**src/rtl/fifo_rd_pkg.sv**
```systemverilog
// Shared types and sizing for the async-FIFO read-side drain engine.
// Latency: n/a (declarations only).
// Backpressure: n/a (declarations only).
package fifo_rd_pkg;

  localparam int SKID_DEPTH = 3;

  typedef enum logic {
    RUN   = 1'b0,
    FLUSH = 1'b1
  } rd_state_e;

endpackage

```
**src/rtl/fifo_rd_skid.sv**
```systemverilog
// In-order 3-entry skid buffer with registered head data and valid.
// Latency: a pushed word is visible at the head the cycle after the push edge.
// Backpressure: caller must never push into a full buffer without a same-cycle pop.
module fifo_rd_skid
  import fifo_rd_pkg::*;
#(
  parameter int DSIZE = 8
) (
  input  logic             rclk,
  input  logic             rrst_n,
  input  logic             push,
  input  logic [DSIZE-1:0] push_dat,
  input  logic             pop,
  input  logic             clear,
  output logic [1:0]       occ,
  output logic [DSIZE-1:0] head_dat,
  output logic             head_vld
);

  logic [DSIZE-1:0] mem_q   [SKID_DEPTH];
  logic [DSIZE-1:0] mem_nxt [SKID_DEPTH];
  logic [1:0]       occ_q;
  logic [1:0]       occ_nxt;
  logic [1:0]       wr_idx;
  logic             vld_q;

  // Shift toward the head on pop, then drop the pushed word into the first free slot.
  always_comb begin
    occ_nxt    = occ_q + {1'b0, push} - {1'b0, pop};
    wr_idx     = pop ? (occ_q - 2'd1) : occ_q;
    mem_nxt[0] = pop ? mem_q[1] : mem_q[0];
    mem_nxt[1] = pop ? mem_q[2] : mem_q[1];
    mem_nxt[2] = mem_q[2];
    if (push) begin
      case (wr_idx)
        2'd0:    mem_nxt[0] = push_dat;
        2'd1:    mem_nxt[1] = push_dat;
        2'd2:    mem_nxt[2] = push_dat;
        default: ;
      endcase
    end
  end

  // Storage, occupancy and head-valid registers; clear wins over push.
  always_ff @(posedge rclk) begin
    if (!rrst_n) begin
      for (int i = 0; i < SKID_DEPTH; i++) begin
        mem_q[i] <= '0;
      end
      occ_q <= 2'd0;
      vld_q <= 1'b0;
    end else if (clear) begin
      occ_q <= 2'd0;
      vld_q <= 1'b0;
    end else begin
      mem_q <= mem_nxt;
      occ_q <= occ_nxt;
      vld_q <= (occ_nxt != 2'd0);
    end
  end

  assign occ      = occ_q;
  assign head_dat = mem_q[0];
  assign head_vld = vld_q;

endmodule

```
**src/rtl/fifo_rd_stream.sv**
```systemverilog
// Drains the async FIFO read port into a valid/ready stream, with flush and word count.
// Latency: 2 rclk cycles from rinc to m_valid; one word per cycle sustained.
// Backpressure: reads stop once buffered plus in-flight words reach 3; m_ready never reaches rinc.
module fifo_rd_stream
  import fifo_rd_pkg::*;
#(
  parameter int DSIZE  = 8,
  parameter int CWIDTH = 16
) (
  input  logic              rclk,
  input  logic              rrst_n,
  input  logic              rempty,
  input  logic [DSIZE-1:0]  rdata,
  output logic              rinc,
  output logic [DSIZE-1:0]  m_data,
  output logic              m_valid,
  input  logic              m_ready,
  input  logic              flush,
  output logic              flushing,
  output logic [CWIDTH-1:0] rd_count
);

  rd_state_e         state_q;
  rd_state_e         state_nxt;
  logic              pend_q;
  logic [CWIDTH-1:0] cnt_q;
  logic [1:0]        occ;
  logic [2:0]        inflight;
  logic              push;
  logic              pop;
  logic              clear;

  assign inflight = {1'b0, occ} + {2'b00, pend_q};
  assign pop      = m_valid && m_ready;

  fifo_rd_skid #(
    .DSIZE (DSIZE)
  ) u_skid (
    .rclk     (rclk),
    .rrst_n   (rrst_n),
    .push     (push),
    .push_dat (rdata),
    .pop      (pop),
    .clear    (clear),
    .occ      (occ),
    .head_dat (m_data),
    .head_vld (m_valid)
  );

  // FSM state register.
  always_ff @(posedge rclk) begin
    if (!rrst_n) begin
      state_q <= RUN;
    end else begin
      state_q <= state_nxt;
    end
  end

  // Enter FLUSH on a flush pulse; leave once no read is left in flight.
  always_comb begin
    state_nxt = state_q;
    case (state_q)
      RUN:     if (flush) state_nxt = FLUSH;
      FLUSH:   if (!pend_q) state_nxt = RUN;
      default: state_nxt = RUN;
    endcase
  end

  // Issue, capture and clear strobes; a word landing during a flush is dropped.
  always_comb begin
    rinc  = 1'b0;
    push  = 1'b0;
    clear = 1'b0;
    case (state_q)
      RUN: begin
        rinc  = rrst_n && !rempty && (inflight < 3'(SKID_DEPTH));
        push  = pend_q && !flush;
        clear = flush;
      end
      default: ;
    endcase
  end

  // Track the read in flight and count completed handshakes.
  always_ff @(posedge rclk) begin
    if (!rrst_n) begin
      pend_q <= 1'b0;
      cnt_q  <= '0;
    end else begin
      pend_q <= rinc;
      if (pop) begin
        cnt_q <= cnt_q + 1'b1;
      end
    end
  end

  assign flushing = (state_q == FLUSH);
  assign rd_count = cnt_q;

endmodule

```
**config.mk**
```make
export PLATFORM = sky130hd
export DESIGN_NAME = fifo_rd_stream
export DESIGN_NICKNAME = d
export VERILOG_FILES = /design/src/rtl/fifo_rd_pkg.sv /design/src/rtl/fifo_rd_skid.sv /design/src/rtl/fifo_rd_stream.sv
export SDC_FILE = /design/constraint.sdc
export NUM_CORES = 1
export LEC_CHECK = 0
export ABC_AREA = 0
export BUFFER_PORTS_ARGS = -buffer_cell sky130_fd_sc_hd__buf_2
export CAP_MARGIN = 20
export CORE_MARGIN = 2
export CORE_UTILIZATION = 55
export DETAILED_ROUTE_END_ITERATION = 12
export GPL_TIMING_DRIVEN = 0
export PLACE_DENSITY = 0.84
export RECOVER_POWER = 100
export SYNTH_ARGS = -nofsm -noshare
export SYNTH_HDL_FRONTEND = slang
export SYNTH_HIERARCHICAL = 1
export SYNTH_SLANG_ARGS = --single-unit
```
**constraint.sdc**
```tcl
create_clock -name rclk -period 2.7 [get_ports rclk]
set_clock_uncertainty 0.15 [all_clocks]
set_input_delay 0.27 -clock rclk [delete_from_list [all_inputs] [get_ports rclk]]
set_output_delay 0.27 -clock rclk [all_outputs]
set_load 0.03 [all_outputs]
```
Yosys cells after proc, flatten, opt, wreduce, memory -nomap -nowiden
Cells that the tools add are included.
{"block": "op_classes", "addsub": 5, "n_lt_le_gt_ge": 1, "eq_ne": 2, "n_mux": 13, "n_bitwise": 3, "reduce_logical": 10}
{"operator": "$mux W8", "n": 5}
{"operator": "$mux W24", "n": 1}
{"operator": "$add A16 B1 Y16 const B", "n": 1}
{"operator": "$mux W1", "n": 5}
{"operator": "$logic_and A1 B1 Y1", "n": 4}
{"operator": "$add A2 B1 Y3", "n": 1}
{"operator": "$lt A3 B2 Y1 const B", "n": 1}
{"operator": "$not A1 Y1", "n": 3}
{"operator": "$reduce_and A3 Y1", "n": 1}
{"operator": "$add A2 B1 Y2", "n": 1}
{"operator": "$eq A2 B1 Y1 const B", "n": 1}
{"operator": "$eq A2 B2 Y1 const B", "n": 1}
{"operator": "$logic_not A1 Y1", "n": 2}
{"operator": "$logic_not A2 Y1", "n": 1}
{"operator": "$mux W2", "n": 1}
{"operator": "$pmux W1 S2", "n": 1}
{"operator": "$reduce_bool A2 Y1", "n": 1}
{"operator": "$reduce_or A2 Y1", "n": 1}
{"operator": "$sub A2 B1 Y2", "n": 1}
{"operator": "$sub A2 B1 Y2 const B", "n": 1}
{"block": "totals", "regBits": 45, "in_bits": 13, "out_inout_bits": 27, "wordCells": 42}

Longest topological paths before layout
{"block": "depth", "depth_word": 6, "mapped_depth": 9, "mapped_depth_nobuf": 8}

Cells and area by module
Netlist, hierarchy kept.
{"mod": "fifo_rd_skid", "n_inst": 1, "cells_each": 155, "area_per_inst_um2": 1435.1, "seq_area_each_um2": 540.5}
{"mod": "fifo_rd_stream", "n_inst": 1, "cells_each": 96, "area_per_inst_um2": 848.3, "seq_area_each_um2": 360.3}

Least setup slack after synthesis
No wires, ideal clock.
{"block": "synth_path", "path_type": "reg-to-reg", "start": "register u_skid.vld_q, in the netlist u_skid/head_vld", "end": "register u_skid.vld_q, in the netlist u_skid/head_vld", "setup_time_ns": 0.126, "t_arrival_ns": 1.850, "required_ns": 2.424, "path_slack_ns": 0.574, "path_stages_with_launch": 9, "n_path_buf": 1, "period_less_slack_ns": 2.126, "cell_sequence": "dfxtp_1 and2_1 clkbuf_1 ha_1 inv_1 ha_1 xor2_1 xnor2_1 a21boi_0"}
{"block": "synth_between", "elab_chain_cells": 3}
{"element": "start: declaration", "line": "fifo_rd_skid.sv:25", "text": "logic vld_q;"}
{"element": "start signal: assignment", "line": "fifo_rd_skid.sv:58", "text": "vld_q <= (occ_nxt != 2'd0);"}
{"element": "$logic_and A1 B1 Y1", "line": "fifo_rd_stream.sv:34", "text": "assign pop = m_valid && m_ready;"}
{"element": "named net pop", "line": "fifo_rd_stream.sv:30", "text": "logic pop;"}
{"element": "$sub A2 B1 Y2", "line": "fifo_rd_skid.sv:29", "text": "occ_nxt = occ_q + {1'b0, push} - {1'b0, pop};"}
{"element": "$reduce_bool A2 Y1", "line": "fifo_rd_skid.sv:58"}
The timed path passes the listed nets, and every way through them passes these cells.
A chain may end at the register's enable or synchronous reset.

Worst setup path in the final report
{"block": "layout_path", "start": "register u_skid.vld_q, in the netlist u_skid/head_vld", "end": "register u_skid/mem_q[14] (netlist name)"}
{"block": "layout_between", "elab_chain_cells": 5, "elab_cells_between_ends": 6, "cone_classes": "1 x eq/ne; 4 x mux; 1 x reduce/logical"}
{"element": "$logic_and A1 B1 Y1 (*)", "line": "fifo_rd_stream.sv:34"}
{"element": "named net pop", "line": "fifo_rd_stream.sv:30"}
{"element": "$mux W2", "line": "fifo_rd_skid.sv:30", "text": "wr_idx = pop ? (occ_q - 2'd1) : occ_q;"}
{"element": "$eq A2 B1 Y1", "line": "fifo_rd_skid.sv:35", "text": "case (wr_idx)"}
{"element": "$mux W8", "line": "fifo_rd_skid.sv:35"}
{"element": "$mux W24 (*)", "line": "fifo_rd_skid.sv:34", "text": "if (push) begin"}
{"element": "end signal: assignment", "line": "fifo_rd_skid.sv:56", "text": "mem_q <= mem_nxt;"}
{"element": "end: declaration", "line": "fifo_rd_skid.sv:20", "text": "logic [DSIZE-1:0] mem_q [SKID_DEPTH];"}
Mark *: on every way through the listed nets, which the timed path passes. The rest lies on a longest branch.

==> impl_metrics.json <==
{
  "fin_tns_setup_ns": 0,
  "synth_area_mm2": 0.00228,
  "initial_utilization_pct": 57.1,
  "setup_viol": 0,
  "cts_max_level": 2,
  "postSynthAreaPerCell_um2": 9.10,
  "drc": 0,
  "grt_pass1_vias": 1750,
  "ys_ff_latch": 45,
  "antenna_found_initial": 0,
  "drt-initial-drc-count": 184,
  "wl_per_cell_um": 15.0,
  "core_area_mm2": 0.00400,
  "r2r_setup_slack_ns": 0.37,
  "die_height_um": 68.4,
  "wirelength_um": 5230,
  "synthTopCellsByArea": "dfxtp_1 39%, nand3_1 4.8%, o221ai_2 4.6%",
  "endpoint": "u_skid/mem_q[14]$_SDFFE_PN0N_",
  "clockPowerShare_pct": 36.5,
  "avgViaCountPerCell": 5.91,
  "min_period_over_period_pct": 86.2,
  "routabilityCongestion": 0.812,
  "power_density_mw_per_mm2": 480,
  "synth_top_area_cell": "dfxtp_1",
  "yosysTopAreaCellShare_pct": 39.5,
  "drt_pass1_iterations": 4,
  "area_growth_syn_to_layout_pct": 13.3,
  "crit_required_ns": 2.72,
  "tightest_slew_ns": 0.699,
  "rows": 23,
  "sw_frac_of_total_pct": 24.5,
  "ys.flop_type": "dfxtp_1",
  "postCtsSetupRepairBufs": 0,
  "whs_path_depth": 3,
  "cts_resized": 0,
  "combPwrFrac_pct": 8.9,
  "synth_enable_flop_cells": 0,
  "pin_count": 40,
  "power.net_switching_mw": 0.304,
  "numCtsBuffers": 5,
  "synth_most_common_cell": "dfxtp_1",
  "hold_class": "in -> reg",
  "total_power_mw": 1.24,
  "synth_common_cells": "45 x dfxtp_1, 22 x nand3_1, 14 x nand2_1",
  "crit_fanout": 10,
  "slew_violations": 0,
  "dp_cells": 340,
  "fin_ws_ns": 0.373,
  "grt_max_degree": 14,
  "die-area_mm2": 0.00468,
  "final-hold-violation-count": 0,
  "hold_start": "rdata[5]",
  "grt_pass1_wl_um": 8330,
  "fmax_mhz": 430,
  "io_buffers": 39,
  "max_slew_margin_pct": 53.1,
  "ys_types": 41,
  "cts_tree": "built",
  "period_minus_slack_ns": 2.33,
  "intPower_mw": 0.936,
  "power_frac_seq_pct": 54.6,
  "max_cap_violations": 0,
  "post-dp-hpwl_um": 3670,
  "clock-sinks": 45,
  "leakage_nw": 0.943,
  "r2r_end": "u_skid/mem_q[14]$_SDFFE_PN0N_",
  "gr-total-overflow": 0,
  "cp-startpoint": "u_skid/head_vld$_SDFF_PP0_",
  "cts_root_buf": "clkbuf_8",
  "holdBufCountCts": 0,
  "stdcell_count": 348,
  "rsz0062_at_grt": "false",
  "ys_seq_area_share_pct": 39.5,
  "groute.usage.overall_pct": 23.8,
  "ys_warn_count": 6,
  "cts_buffer_depth": 2,
  "clk_latency_ns": 0.30,
  "irDropWorstVdd_mv": 0.296,
  "vias": 2056,
  "ant_nets": 0,
  "startpoint_type": "flip-flop",
  "setup.worst_path.class": "reg -> reg",
  "r2r_start": "u_skid/head_vld$_SDFF_PP0_",
  "cts.clk_slew.worst_paths_ns": 0.08,
  "crit_arrival_ns": 2.34,
  "end_kind": "flip-flop",
  "diodes": 0,
  "syn_inst": 251,
  "pre_cts_slack_ns": 0.423,
  "drive_gt1_share_pct": 15.4,
  "status": "complete, no violations",
  "holdWs_ns": 0.0790,
  "filler_cell_count": 368,
  "die_w_um": 68.4,
  "worstRegToRegCells": 6,
  "synth-async-reset-ratio_pct": 0,
  "synth_nets": 269,
  "layout.nets": 315
}
==> per-layer routing <==
| layer | up-vias | wire, µm | GRT usage [%] |
|---|---|---|---|
| met5 | - | 0 | 0 |
| met4 | 0 | 63 | 9.25 |
| met3 | 8 | 344 | 5.76 |
| met2 | 74 | 2500 | 36.3 |
| met1 | 969 | 2320 | 32.2 |
| li1 | 1005 | - | - |
==> kinds of logic (layout without fill, tap and decap cells) <==
group | after synthesis | in the layout | synth area share (%)
multiplexers | 10 | 10 | 4.44
buffers and inverters | 37 | 84 | 8.44
XOR/XNOR | 15 | 15 | 5.75
AO/OA/AOI/OAI | 52 | 52 | 18.2
AND/OR/NAND/NOR | 87 | 87 | 20.9
flip-flops | 45 | 45 | 39.5
adder cells (fa/ha/maj) | 5 | 5 | 2.74
==> area by class of cell <==
type | instances | area [µm²] | area share, %
Buffer | 24 | 140 | 5.42
Sequential cell | 45 | 901 | 34.8
Tap cell | 50 | 62.6 | 2.42
Clock buffer | 7 | 96.3 | 3.73
Multi-Input combinational cell | 169 | 1170 | 45.3
Clock inverter | 1 | 5.00 | 0.194
Timing Repair Buffer | 39 | 161 | 6.24
Inverter | 13 | 48.8 | 1.89
==> power groups by stage <==
| stage | Combinational (mW) | Clock, mW | Sequential (mW) |
|---|---|---|---|
| 5_1_grt | 0.121 | 0.488 | 0.679 |
| 2_1_floorplan | 0.0710 | 0 | 0.696 |
| 3_3_place_gp | 0.110 | 0 | 0.693 |
| 4_1_cts | 0.112 | 0.460 | 0.677 |
| 6_report | 0.110 | 0.453 | 0.678 |
| 3_5_place_dp | 0.112 | 0 | 0.693 |
==> critical path, cell delays in order, from the launching register on <==
cell and delay [ns]:
dfxtp_1 0.43, and2_0 0.15, clkbuf_1 0.36, clkbuf_2 0.42, nor3b_1 0.11, o211ai_2 0.39
o221ai_1 0.18
==> per-stage QoR <==
step                      utilization, %  cell area (µm²)
after floorplan                        -             2280
after global placement              63.5             2540
after detailed placement            63.5             2540
after CTS                           66.1             2640
after global routing                64.7             2590
final                               64.7             2590
==> cell usage in the layout, fill, tap and decap left out, types with 3 or more instances in the layout <==
cell type  netlist  final
nand2_1         14     14
nand4_1          7      7
nor2_1          13     13
nor3_1           3      3
buf_2            4     15
o221ai_1         8     11
mux2i_1          9      9
dfxtp_1         45     45
a32oi_1          8      8
clkbuf_1         4     32
buf_1            5      5
o21ai_0         10     10
nor4_1           4      4
xor2_1           9      9
ha_1             5      5
clkbuf_8         0      7
xnor2_1          6      6
nand3_1         22     22
buf_4            9      8
inv_1           12     12
o221ai_2         7      4
a21oi_1         13     13
nand3b_1         4      4
nor2b_1          4      4
==> worst min-delay path by stage <==
stage	slack [ns]	end
after global placement	0.30	rd_count[15]$_SDFFE_PN0P_
final	0.08	u_skid/mem_q[5]$_SDFFE_PN0P_
after CTS	0.07	u_skid/mem_q[3]$_SDFFE_PN0P_
after detailed placement	0.32	u_skid/mem_q[1]$_SDFFE_PN0P_
after floorplan	0.26	rd_count[14]$_SDFFE_PN0P_
after global routing	0.09	u_skid/mem_q[3]$_SDFFE_PN0P_
==> state kept, by name (all words and copies together), names as in the netlist <==
register         cells
u_skid/head_dat      8
u_skid/mem_q        16
rd_count            16
u_skid/head_vld      1
u_skid/occ           2
pend_q               1
flushing             1
Power figures use the tool's default switching activity.
